### config.mk
export PLATFORM = sky130hd
export DESIGN_NAME = vga_frame_monitor
export DESIGN_NICKNAME = d
export VERILOG_FILES = /design/src/rtl/vga_frame_monitor_pkg.sv /design/src/rtl/vga_frame_acc.sv /design/src/rtl/vga_frame_monitor.sv
export SDC_FILE = /design/constraint.sdc
export NUM_CORES = 1
export LEC_CHECK = 0
export CORE_ASPECT_RATIO = 0.8
export CORE_MARGIN = 4
export CORE_UTILIZATION = 51
export DETAILED_ROUTE_END_ITERATION = 12
export PLACE_DENSITY = 0.74
export SLEW_MARGIN = 25
export SYNTH_ARGS = -nofsm -noshare
export SYNTH_HDL_FRONTEND = slang
export SYNTH_HIERARCHICAL = 1
export SYNTH_SLANG_ARGS = --single-unit
### constraint.sdc
create_clock -name vga_clk_i -period 3.1 [get_ports vga_clk_i]
set_clock_uncertainty 0.15 [all_clocks]
set_input_delay 0.93 -clock vga_clk_i [delete_from_list [all_inputs] [get_ports vga_clk_i]]
set_output_delay 0.93 -clock vga_clk_i [all_outputs]
set_load 0.02 [all_outputs]
### src/rtl/vga_frame_monitor_pkg.sv
// Shared types and constants for the VGA frame monitor.
package vga_frame_monitor_pkg;

  typedef enum logic [1:0] {
    UNLOCKED = 2'd0,
    MEASURE  = 2'd1,
    LOCKED   = 2'd2
  } state_e;

  localparam logic [15:0] CRC_POLY = 16'h1021;
  localparam logic [15:0] CRC_INIT = 16'hFFFF;

  // Default 640x480 @ 60 Hz timing.
  localparam int DEF_H_ACTIVE = 640;
  localparam int DEF_H_TOTAL  = 800;
  localparam int DEF_H_SYNC   = 96;
  localparam int DEF_H_BP     = 48;
  localparam int DEF_V_ACTIVE = 480;
  localparam int DEF_V_TOTAL  = 525;
  localparam int DEF_V_SYNC   = 2;
  localparam int DEF_V_BP     = 33;

  // CRC-16-CCITT advanced by one 12-bit pixel, MSB first.
  function automatic logic [15:0] crc16_px(input logic [15:0] crc_in, input logic [11:0] px);
    logic [15:0] c;
    logic        fb;
    c = crc_in;
    for (int i = 11; i >= 0; i--) begin
      fb = c[15] ^ px[i];
      c  = {c[14:0], 1'b0} ^ (fb ? CRC_POLY : 16'h0000);
    end
    return c;
  endfunction

endpackage

### src/rtl/vga_frame_acc.sv
// Per-frame accumulators: pixel sum, lit-pixel count and optional CRC.
// Optional CRC controlled by macro VGA_FRAME_MONITOR_CRC_EN.
module vga_frame_acc
  import vga_frame_monitor_pkg::*;
(
  input  logic        vga_clk_i,
  input  logic        vga_rst_i,
  input  logic        clr_i,
  input  logic        en_i,
  input  logic [11:0] pix_i,
  output logic [31:0] sum_o,
  output logic [19:0] lit_o,
  output logic [15:0] crc_o
);

  logic [31:0] sum_q, sum_d;
  logic [19:0] lit_q, lit_d;

  // Clear wins over accumulate; otherwise add each active pixel.
  always_comb begin
    sum_d = sum_q;
    lit_d = lit_q;
    if (clr_i) begin
      sum_d = '0;
      lit_d = '0;
    end else if (en_i) begin
      sum_d = sum_q + {20'd0, pix_i};
      lit_d = lit_q + {19'd0, (pix_i != 12'd0)};
    end
  end

  // Sum and lit registers.
  always_ff @(posedge vga_clk_i or negedge vga_rst_i) begin
    if (!vga_rst_i) begin
      sum_q <= '0;
      lit_q <= '0;
    end else begin
      sum_q <= sum_d;
      lit_q <= lit_d;
    end
  end

  assign sum_o = sum_q;
  assign lit_o = lit_q;

`ifdef VGA_FRAME_MONITOR_CRC_EN
  logic [15:0] crc_q, crc_d;

  // CRC restarts from its init value on clear.
  always_comb begin
    crc_d = crc_q;
    if (clr_i)     crc_d = CRC_INIT;
    else if (en_i) crc_d = crc16_px(crc_q, pix_i);
  end

  // CRC register.
  always_ff @(posedge vga_clk_i or negedge vga_rst_i) begin
    if (!vga_rst_i) crc_q <= CRC_INIT;
    else            crc_q <= crc_d;
  end

  assign crc_o = crc_q;
`else
  // No CRC hardware: report a constant zero.
  assign crc_o = 16'd0;
`endif

endmodule

### src/rtl/vga_frame_monitor.sv
// VGA receive-side frame monitor: recovers timing from HS/VS edges, reduces
// each clean frame to sum/lit/CRC and flags line/frame length errors.
// Optional CRC controlled by macro VGA_FRAME_MONITOR_CRC_EN.
module vga_frame_monitor
  import vga_frame_monitor_pkg::*;
#(
  parameter int   H_ACTIVE = DEF_H_ACTIVE,
  parameter int   H_TOTAL  = DEF_H_TOTAL,
  parameter int   H_SYNC   = DEF_H_SYNC,
  parameter int   H_BP     = DEF_H_BP,
  parameter int   V_ACTIVE = DEF_V_ACTIVE,
  parameter int   V_TOTAL  = DEF_V_TOTAL,
  parameter int   V_SYNC   = DEF_V_SYNC,
  parameter int   V_BP     = DEF_V_BP,
  parameter logic SYNC_POL = 1'b0
) (
  input  logic        vga_clk_i,
  input  logic        vga_rst_i,
  input  logic [3:0]  vga_r_i,
  input  logic [3:0]  vga_g_i,
  input  logic [3:0]  vga_b_i,
  input  logic        vga_hs_i,
  input  logic        vga_vs_i,
  input  logic        clr_i,
  output logic        locked_o,
  output logic        frame_done_o,
  output logic [31:0] frame_sum_o,
  output logic [19:0] frame_lit_o,
  output logic [15:0] frame_crc_o,
  output logic [15:0] frame_num_o,
  output logic        err_hlen_o,
  output logic        err_vlen_o
);

  localparam logic [10:0] H_LO  = 11'(H_SYNC + H_BP);
  localparam logic [10:0] H_HI  = 11'(H_SYNC + H_BP + H_ACTIVE);
  localparam logic [9:0]  V_LO  = 10'(V_SYNC + V_BP);
  localparam logic [9:0]  V_HI  = 10'(V_SYNC + V_BP + V_ACTIVE);
  localparam logic [11:0] H_TOT = 12'(H_TOTAL);
  localparam logic [10:0] V_TOT = 11'(V_TOTAL);

  logic        hs_q, hs_d, vs_q, vs_d, hs_prev_q, hs_prev_d, vs_prev_q, vs_prev_d;
  logic        hs_start_q, hs_start_d, vs_start_q, vs_start_d, clr_q, clr_d;
  logic [11:0] pix0_q, pix0_d, pix1_q, pix1_d, pix2_q, pix2_d;
  logic [10:0] hcnt_q, hcnt_d;
  logic [9:0]  vcnt_q, vcnt_d;
  state_e      state_q, state_d;
  logic        locked_q, locked_d, done_q, done_d, dirty_q, dirty_d, skip_h_q, skip_h_d;
  logic        err_hlen_q, err_hlen_d, err_vlen_q, err_vlen_d;
  logic [31:0] frame_sum_q, frame_sum_d;
  logic [19:0] frame_lit_q, frame_lit_d;
  logic [15:0] frame_num_q, frame_num_d;
  logic        pix_active, h_err, v_err, acc_clr, publish;
  logic [31:0] acc_sum;
  logic [19:0] acc_lit;
  logic [15:0] acc_crc;

  // Input capture, sync edge detection and the matching pixel delay line.
  always_comb begin
    hs_d       = vga_hs_i;
    vs_d       = vga_vs_i;
    clr_d      = clr_i;
    hs_prev_d  = hs_q;
    vs_prev_d  = vs_q;
    hs_start_d = (hs_q == SYNC_POL) && (hs_prev_q != SYNC_POL);
    vs_start_d = (vs_q == SYNC_POL) && (vs_prev_q != SYNC_POL);
    pix0_d     = {vga_r_i, vga_g_i, vga_b_i};
    pix1_d     = pix0_q;
    pix2_d     = pix1_q;
  end

  // Line counter saturates; frame counter restarts on VS and steps per line.
  always_comb begin
    hcnt_d = (hcnt_q == 11'h7FF) ? hcnt_q : hcnt_q + 11'd1;
    if (hs_start_q) hcnt_d = '0;
    vcnt_d = vcnt_q;
    if (vs_start_q)      vcnt_d = '0;
    else if (hs_start_q) vcnt_d = vcnt_q + 10'd1;
  end

  assign pix_active = (hcnt_q >= H_LO) && (hcnt_q < H_HI) &&
                      (vcnt_q >= V_LO) && (vcnt_q < V_HI);
  assign h_err = hs_start_q && !skip_h_q && (({1'b0, hcnt_q} + 12'd1) != H_TOT);
  assign v_err = vs_start_q && (({1'b0, vcnt_q} + 11'd1) != V_TOT);

  // Lock FSM, sticky error flags and result publishing.
  always_comb begin
    state_d     = state_q;
    locked_d    = locked_q;
    done_d      = 1'b0;
    dirty_d     = dirty_q;
    skip_h_d    = skip_h_q;
    err_hlen_d  = err_hlen_q & ~clr_q;
    err_vlen_d  = err_vlen_q & ~clr_q;
    acc_clr     = 1'b0;
    publish     = 1'b0;
    frame_sum_d = frame_sum_q;
    frame_lit_d = frame_lit_q;
    frame_num_d = frame_num_q;
    if (hs_start_q) skip_h_d = 1'b0;
    unique case (state_q)
      UNLOCKED: begin
        locked_d = 1'b0;
        if (vs_start_q) begin
          acc_clr  = 1'b1;
          dirty_d  = 1'b0;
          skip_h_d = 1'b1;  // the line in progress was not measured from its start
          state_d  = MEASURE;
        end
      end
      MEASURE: begin
        if (h_err) dirty_d = 1'b1;
        if (vs_start_q) begin
          if (!dirty_q && !h_err && !v_err) begin
            publish  = 1'b1;
            locked_d = 1'b1;
            state_d  = LOCKED;
          end else begin
            state_d = UNLOCKED;
          end
        end
      end
      LOCKED: begin
        if (h_err || v_err) begin
          locked_d   = 1'b0;
          state_d    = UNLOCKED;
          err_hlen_d = err_hlen_d | h_err;
          err_vlen_d = err_vlen_d | v_err;
        end else if (vs_start_q) begin
          publish = 1'b1;
        end
      end
      default: begin
        locked_d = 1'b0;
        state_d  = UNLOCKED;
      end
    endcase
    if (publish) begin
      done_d      = 1'b1;
      acc_clr     = 1'b1;
      frame_sum_d = acc_sum;
      frame_lit_d = acc_lit;
      frame_num_d = frame_num_q + 16'd1;
    end
  end

  // All state registers.
  always_ff @(posedge vga_clk_i or negedge vga_rst_i) begin
    if (!vga_rst_i) begin
      hs_q        <= ~SYNC_POL;
      vs_q        <= ~SYNC_POL;
      hs_prev_q   <= ~SYNC_POL;
      vs_prev_q   <= ~SYNC_POL;
      hs_start_q  <= 1'b0;
      vs_start_q  <= 1'b0;
      clr_q       <= 1'b0;
      pix0_q      <= '0;
      pix1_q      <= '0;
      pix2_q      <= '0;
      hcnt_q      <= '0;
      vcnt_q      <= '0;
      state_q     <= UNLOCKED;
      locked_q    <= 1'b0;
      done_q      <= 1'b0;
      dirty_q     <= 1'b0;
      skip_h_q    <= 1'b0;
      err_hlen_q  <= 1'b0;
      err_vlen_q  <= 1'b0;
      frame_sum_q <= '0;
      frame_lit_q <= '0;
      frame_num_q <= '0;
    end else begin
      hs_q        <= hs_d;
      vs_q        <= vs_d;
      hs_prev_q   <= hs_prev_d;
      vs_prev_q   <= vs_prev_d;
      hs_start_q  <= hs_start_d;
      vs_start_q  <= vs_start_d;
      clr_q       <= clr_d;
      pix0_q      <= pix0_d;
      pix1_q      <= pix1_d;
      pix2_q      <= pix2_d;
      hcnt_q      <= hcnt_d;
      vcnt_q      <= vcnt_d;
      state_q     <= state_d;
      locked_q    <= locked_d;
      done_q      <= done_d;
      dirty_q     <= dirty_d;
      skip_h_q    <= skip_h_d;
      err_hlen_q  <= err_hlen_d;
      err_vlen_q  <= err_vlen_d;
      frame_sum_q <= frame_sum_d;
      frame_lit_q <= frame_lit_d;
      frame_num_q <= frame_num_d;
    end
  end

  vga_frame_acc u_acc (
    .vga_clk_i (vga_clk_i),
    .vga_rst_i (vga_rst_i),
    .clr_i     (acc_clr),
    .en_i      (pix_active),
    .pix_i     (pix2_q),
    .sum_o     (acc_sum),
    .lit_o     (acc_lit),
    .crc_o     (acc_crc)
  );

`ifdef VGA_FRAME_MONITOR_CRC_EN
  logic [15:0] frame_crc_q, frame_crc_d;

  // Published CRC follows the other results.
  always_comb begin
    frame_crc_d = publish ? acc_crc : frame_crc_q;
  end

  // Published CRC register.
  always_ff @(posedge vga_clk_i or negedge vga_rst_i) begin
    if (!vga_rst_i) frame_crc_q <= '0;
    else            frame_crc_q <= frame_crc_d;
  end

  assign frame_crc_o = frame_crc_q;
`else
  // The accumulator reports a constant zero CRC in this build.
  assign frame_crc_o = acc_crc;
`endif

  assign locked_o     = locked_q;
  assign frame_done_o = done_q;
  assign frame_sum_o  = frame_sum_q;
  assign frame_lit_o  = frame_lit_q;
  assign frame_num_o  = frame_num_q;
  assign err_hlen_o   = err_hlen_q;
  assign err_vlen_o   = err_vlen_q;

endmodule
# == Word-level counts from Yosys, hierarchy flattened ==
# Index checks and enable logic that the tools add are counted.
# op_classes
order_cmp,4
eq_ne,11
bitwise,7
addsub,7
n_reduce_logical,23
muxes,35
# ops
cell,count
2-to-1 mux 32 bit,2
2-to-1 mux 20 bit,2
adder 32 x 12 -> 32 bit,1
2-to-1 mux 11 bit,2
adder 20 x 1 -> 20 bit,1
2-to-1 mux 10 bit,2
2-to-1 mux 1 bit,19
adder 16 x 1 -> 16 bit (second input constant),1
adder 11 x 1 -> 12 bit (second input constant),1
!= test 12 x 10 -> 1 bit (second input constant),1
!= test 2 bit (second input constant),6
nonzero test 12 bit,1
adder 10 x 1 -> 11 bit (second input constant),1
adder 11 x 1 -> 11 bit (second input constant),1
equality test 11 bit (second input constant),1
greater-or-equal comparator 11 x 8 -> 1 bit (second input constant),1
less-than comparator 11 x 10 -> 1 bit (second input constant),1
!= test 11 x 10 -> 1 bit (second input constant),1
adder 10 x 1 -> 10 bit (second input constant),1
greater-or-equal comparator 10 x 6 -> 1 bit (second input constant),1
logical AND 1 bit,10
less-than comparator 10 bit (second input constant),1
AND reduction 3 bit,3
2-to-1 mux 2 bit,4
other kinds (11),22
# word_totals
output_inout_bits,88
input_bits,17
regBits,192

# == Depth between registers and ports, before layout ==
# logic_depth
ltp_word,11
mapped_depth,15
mapped_depth_nobuf,13

# == Modules after synthesis ==
# Netlist, hierarchy kept.
# by_module_without_submodules
mod,seq_area_each_um2,n_inst,cells_each,area_per_inst_um2
vga_frame_monitor,3508.4,1,438,5859.4
vga_frame_acc,1301.2,1,334,3185.6

# == Least setup slack after synthesis ==
# No wires, ideal clock.
# synth_path
kind,reg-to-reg
start,register vcnt_q[1]
end,register u_acc.sum_q[31] (netlist: u_acc/sum_o[31])
n_path_buf,2
synth_period_minus_slack_ps,3388
t_arrival_ps,3113
path_slack_ps,-288
setup_time_ps,125
stages_incl_launch_ff,15
path_cell_list,dfrtp_1 > ha_1 > clkbuf_1 > nand4bb_1 > a211oi_1 > o22a_1 > a41oi_1 > nor2_1 > buf_6 > nor2_2 > nor4b_2 > and3_2 > and3_2 > nand3_2 > mux2_4
# synth_between
elab_chain_cells,10
word_cells_on_any_way,17
# synth_rtl
element,line_no,source
"start, declared",vga_frame_monitor.sv:46,"logic [9:0] vcnt_q, vcnt_d;"
"start signal, assigned",vga_frame_monitor.sv:184,vcnt_q <= vcnt_d;
adder 10 x 1 -> 11 bit (*),vga_frame_monitor.sv:84,"assign v_err = vs_start_q && (({1'b0, vcnt_q} + 11'd1) != V_TOT);"
!= test 11 x 10 -> 1 bit (*),vga_frame_monitor.sv:84,
logical AND 1 bit (*),vga_frame_monitor.sv:84,
logical NOT 1 bit,vga_frame_monitor.sv:114,if (!dirty_q && !h_err && !v_err) begin
logical AND 1 bit,vga_frame_monitor.sv:114,
2-to-1 mux 1 bit,vga_frame_monitor.sv:114,
2-to-1 mux 1 bit,vga_frame_monitor.sv:113,if (vs_start_q) begin
one-hot mux 1 bit (2 select lines) (*),vga_frame_monitor.sv:101,unique case (state_q)
2-to-1 mux 1 bit (*),vga_frame_monitor.sv:138,if (publish) begin
via acc_clr,vga_frame_monitor.sv:53,"logic pix_active, h_err, v_err, acc_clr, publish;"
2-to-1 mux 32 bit or nonzero test 2 bit (tied branches),--,
"end signal, assigned",vga_frame_acc.sv:38,sum_q <= sum_d;
"end, declared",vga_frame_acc.sv:16,"logic [31:0] sum_q, sum_d;"
# Mark *: on every way through the listed nets, which the timed path passes. The rest lies on a longest branch.
# A chain may end at the register's enable or synchronous reset.

# == Worst setup path in the final report ==
# Same ends and word-level chain as after synthesis.

==> impl_metrics.ini <==
[critical_path]
critical-path-top-delay-family = simple AND/OR/NAND/NOR gates
cpPeakStageDelay_ns = 0.41
crit_buf_inv = 0
crit_fanout = 6
startpoint_type = flip-flop
critical_path.endpoint_type = flip-flop
crit_required_ns = 3.26
crit_cells = 12
crit_chain = ha_4, and3_1, nor4_1, o21a_1, a41oi_2, nor2_4, nor2_4, nor4b_4, and3_4, and3_4, nand3_2, mux2_4
critical_path_class = flip-flop to flip-flop
rr_worst_depth = 12
crit_arrival_ns = 3.21
slowest_stage = dfrtp_1

[clock_network]
cts_tree = yes
cts_buffers = 17
clkSinkCount = 192
clk_pin_slew_ns = 0.07
ctsHoldBuffers = 0
clk_path_buf_depth = 2
h-tree-depth = 4
clk_latency_ns = 0.43
cts_root_buffer = clkbuf_16

[global_routing]
grt_max_degree = 72
grt_pass1_vias = 6031
gr-total-overflow = 0
gr-usage-all-layers = 0.1932
grt_pass1_wl_um = 31020
antenna_found_initial = 0

[yosys]
async_flop_share = 1.000
netlist_area_mm2 = 0.009045
yosys.area.top_type_share = 0.5201
synthSimpleGateAreaFrac = 0.1511
synth-seq-area-share = 0.5317
avgSynthCellArea_um2 = 11.72
synth_edf_count = 0
syn_inst = 772
yosysTopAreaCell = dfrtp_1
synth_seq_cells = 192
synth_compound_area_frac = 0.07359
synth_mux_area_frac = 0.1025
synth_top_family_by_area = simple AND/OR/NAND/NOR gates
yosysWarningCount = 6
ys.flop_type = dfrtp_1
ys_types = 81
synthAdderAreaFrac = 0.03265
synth_area_leaders = dfrtp_1 52%, mux2_4 8.3%, xor2_1 4.8%, nor2_1 3.2%, ha_1 3.0%
synthXorXnorAreaFrac = 0.06972

[pwr]
finalPower_w = 0.005345
p_sw_w = 0.001447
seqPwrFrac = 0.494
power.leakage_nw = 4.964
p_per_area_mw_per_mm2 = 486.3
swShare = 0.2707
power_frac_clock = 0.382
ir_drop_uv = 482.6
pwr-share-comb = 0.123
internal_power_w = 0.003898

[sta]
period_needed_ns = 3.048
final-hold-violation-count = 0
fmax_mhz = 328.1
rsz0062_at_grt = true
fin_ws_ns = 0.05228
drv_slew = 0
setup_tns_ns = 0
tightest_slew_ns = 0.5995
max-slew-margin-rel = 0.5973
setup_viol = 0
fin_crit_sh = 0.9831

[final_layout]
multi_input_area_mm2 = 0.004030
num_antenna_cells = 0
layout_common_cells = 186 x dfrtp_1, 87 x clkdlybuf4s50_1, 76 x nor2_1
mostFrequentLayoutCell = dfrtp_1
drive_gt1_frac = 0.1840
syn2layout_area_growth_pct = 21.52
final_nets = 929
fillers = 1350
ff_latch_area_mm2 = 0.004812

[drt]
drtAntennaViolNets = 0
routed_wl_um = 18560
wl_per_cell_um = 16.47
firstDrtPassIters = 5
vias = 6097
initialDrtViolationCount = 368
drc = 0
vias_per_cell = 5.410

[floorplanning]
die_x_um = 156.9
start_util = 0.5205
core-area_mm2 = 0.01738
die_area_mm2 = 0.01994
fp.dieH_um = 127.1
num_rows = 43
ios = 105

[worst_hold_path]
hold_class = flip-flop to flip-flop
hold_depth = 0

[outcome]
status = finished, final reports clean

[placement]
gp_congestion = 0.8373
pre_cts_slack_ns = 0.001507
place_hpwl_um = 12850
port-buffer-count = 88

[flow_run]
maxCapViolCount = 0
==> routing by layer <==
layer / routed length (µm) / GRT usage / vias to the layer above
li1: - / - / 2933
met1: 8924 / 0.2848 / 3016
met2: 8517 / 0.2924 / 129
met3: 895 / 0.04199 / 19
met4: 219 / 0.05102 / 0
met5: 0 / 0 / -
==> final timing paths <==
check	from	slack [ns]	endpoint
setup / recovery	vcnt_q[1]$_DFFE_PN0P_	0.05	u_acc/sum_o[31]$_DFFE_PN0P_
hold / removal	pix1_q[10]$_DFF_PN0_	0.20	pix2_q[10]$_DFF_PN0_
setup reg to reg	vcnt_q[1]$_DFFE_PN0P_	0.05	u_acc/sum_o[31]$_DFFE_PN0P_
hold reg to reg	pix1_q[10]$_DFF_PN0_	0.20	pix2_q[10]$_DFF_PN0_
max in group asynchronous	vga_rst_i	1.70	hs_prev_d$_DFF_PN1_
min in group asynchronous	vga_rst_i	0.37	frame_sum_o[7]$_DFFE_PN0P_
==> Yosys cell counts, types with 19 or more instances <==
library cell,count
xor2_1,50
nand2_1,39
xnor2_1,22
nor4_1,23
nand3_1,28
a21oi_1,27
ha_1,22
nand4_1,24
dfrtp_1,188
mux2_4,50
clkbuf_1,19
nor2_1,78
==> timing repair <==
| action | in CTS | in global routing |
|---|---|---|
| gates resized for setup | 0 | 10 |
| setup buffers | 2 | 3 |
| endpoints found under the hold margin | 0 | 0 |
| setup endpoints to repair | 1 | 20 |
| pin swaps | 2 | 5 |
==> power by group through the flow <==
stage               clock network [W]  logic, W  registers, W
detailed placement                  0  0.000640       0.00269
floorplan                           0  0.000400       0.00268
global route                  0.00220  0.000731       0.00265
finish                        0.00204  0.000659       0.00264
global placement                    0  0.000628       0.00268
CTS                           0.00210  0.000645       0.00264
==> worst reg2reg max path, cell delays in order, from the launching register on <==
cell and delay [ns]:
dfrtp_1 0.41, ha_4 0.19, and3_1 0.14, nor4_1 0.37, o21a_1 0.24, a41oi_2 0.15, nor2_4 0.17, nor2_4 0.08
nor4b_4 0.24, and3_4 0.22, and3_4 0.19, nand3_2 0.08, mux2_4 0.30
==> registers in the layout, indices dropped and copies added, names as in the netlist, 2 cells and up <==
| register | flops |
|---|---|
| u_acc/lit_o | 20 |
| pix2_q | 12 |
| frame_lit_o | 20 |
| hcnt_q | 11 |
| frame_sum_o | 32 |
| frame_num_o | 16 |
| state_q | 2 |
| vcnt_q | 10 |
| pix1_q | 12 |
| pix0_q | 12 |
| u_acc/sum_o | 32 |
==> stage by stage <==
| stage | hold WS, ns | utilization | instance area [µm²] | instances |
|---|---|---|---|---|
| finish | 0.1955 | 0.6325 | 10990 | 1127 |
| global route | 0.2066 | 0.6325 | 10990 | 1127 |
| CTS | 0.2000 | 0.6288 | 10930 | 1124 |
| detailed placement | 0.1847 | 0.5966 | 10370 | 1090 |
| global placement | 0.1824 | 0.5966 | 10370 | 1090 |
| floorplan | 0.1812 | - | 9140 | 787 |
==> cell families after synthesis <==
kind of cell	count (synthesis)
muxes	67
AOI/OAI and AO/OA	94
and+or+nand+nor	259
other	1
DFF	192
buffers and inverters	64
adders and majority gates	23
xor gates and xnor gates	72
==> area by class of cell <==
| cell class | instances | share of cell area |
|---|---|---|
| tap | 225 | 0.02561 |
| inverter | 17 | 0.005805 |
| multi-input combinational | 531 | 0.3666 |
| timing repair buffer | 130 | 0.1146 |
| clock inverter | 12 | 0.008879 |
| clock buffer | 20 | 0.04064 |
| sequential | 192 | 0.4378 |
No activity file was read; power rests on OpenSTA's default activity.
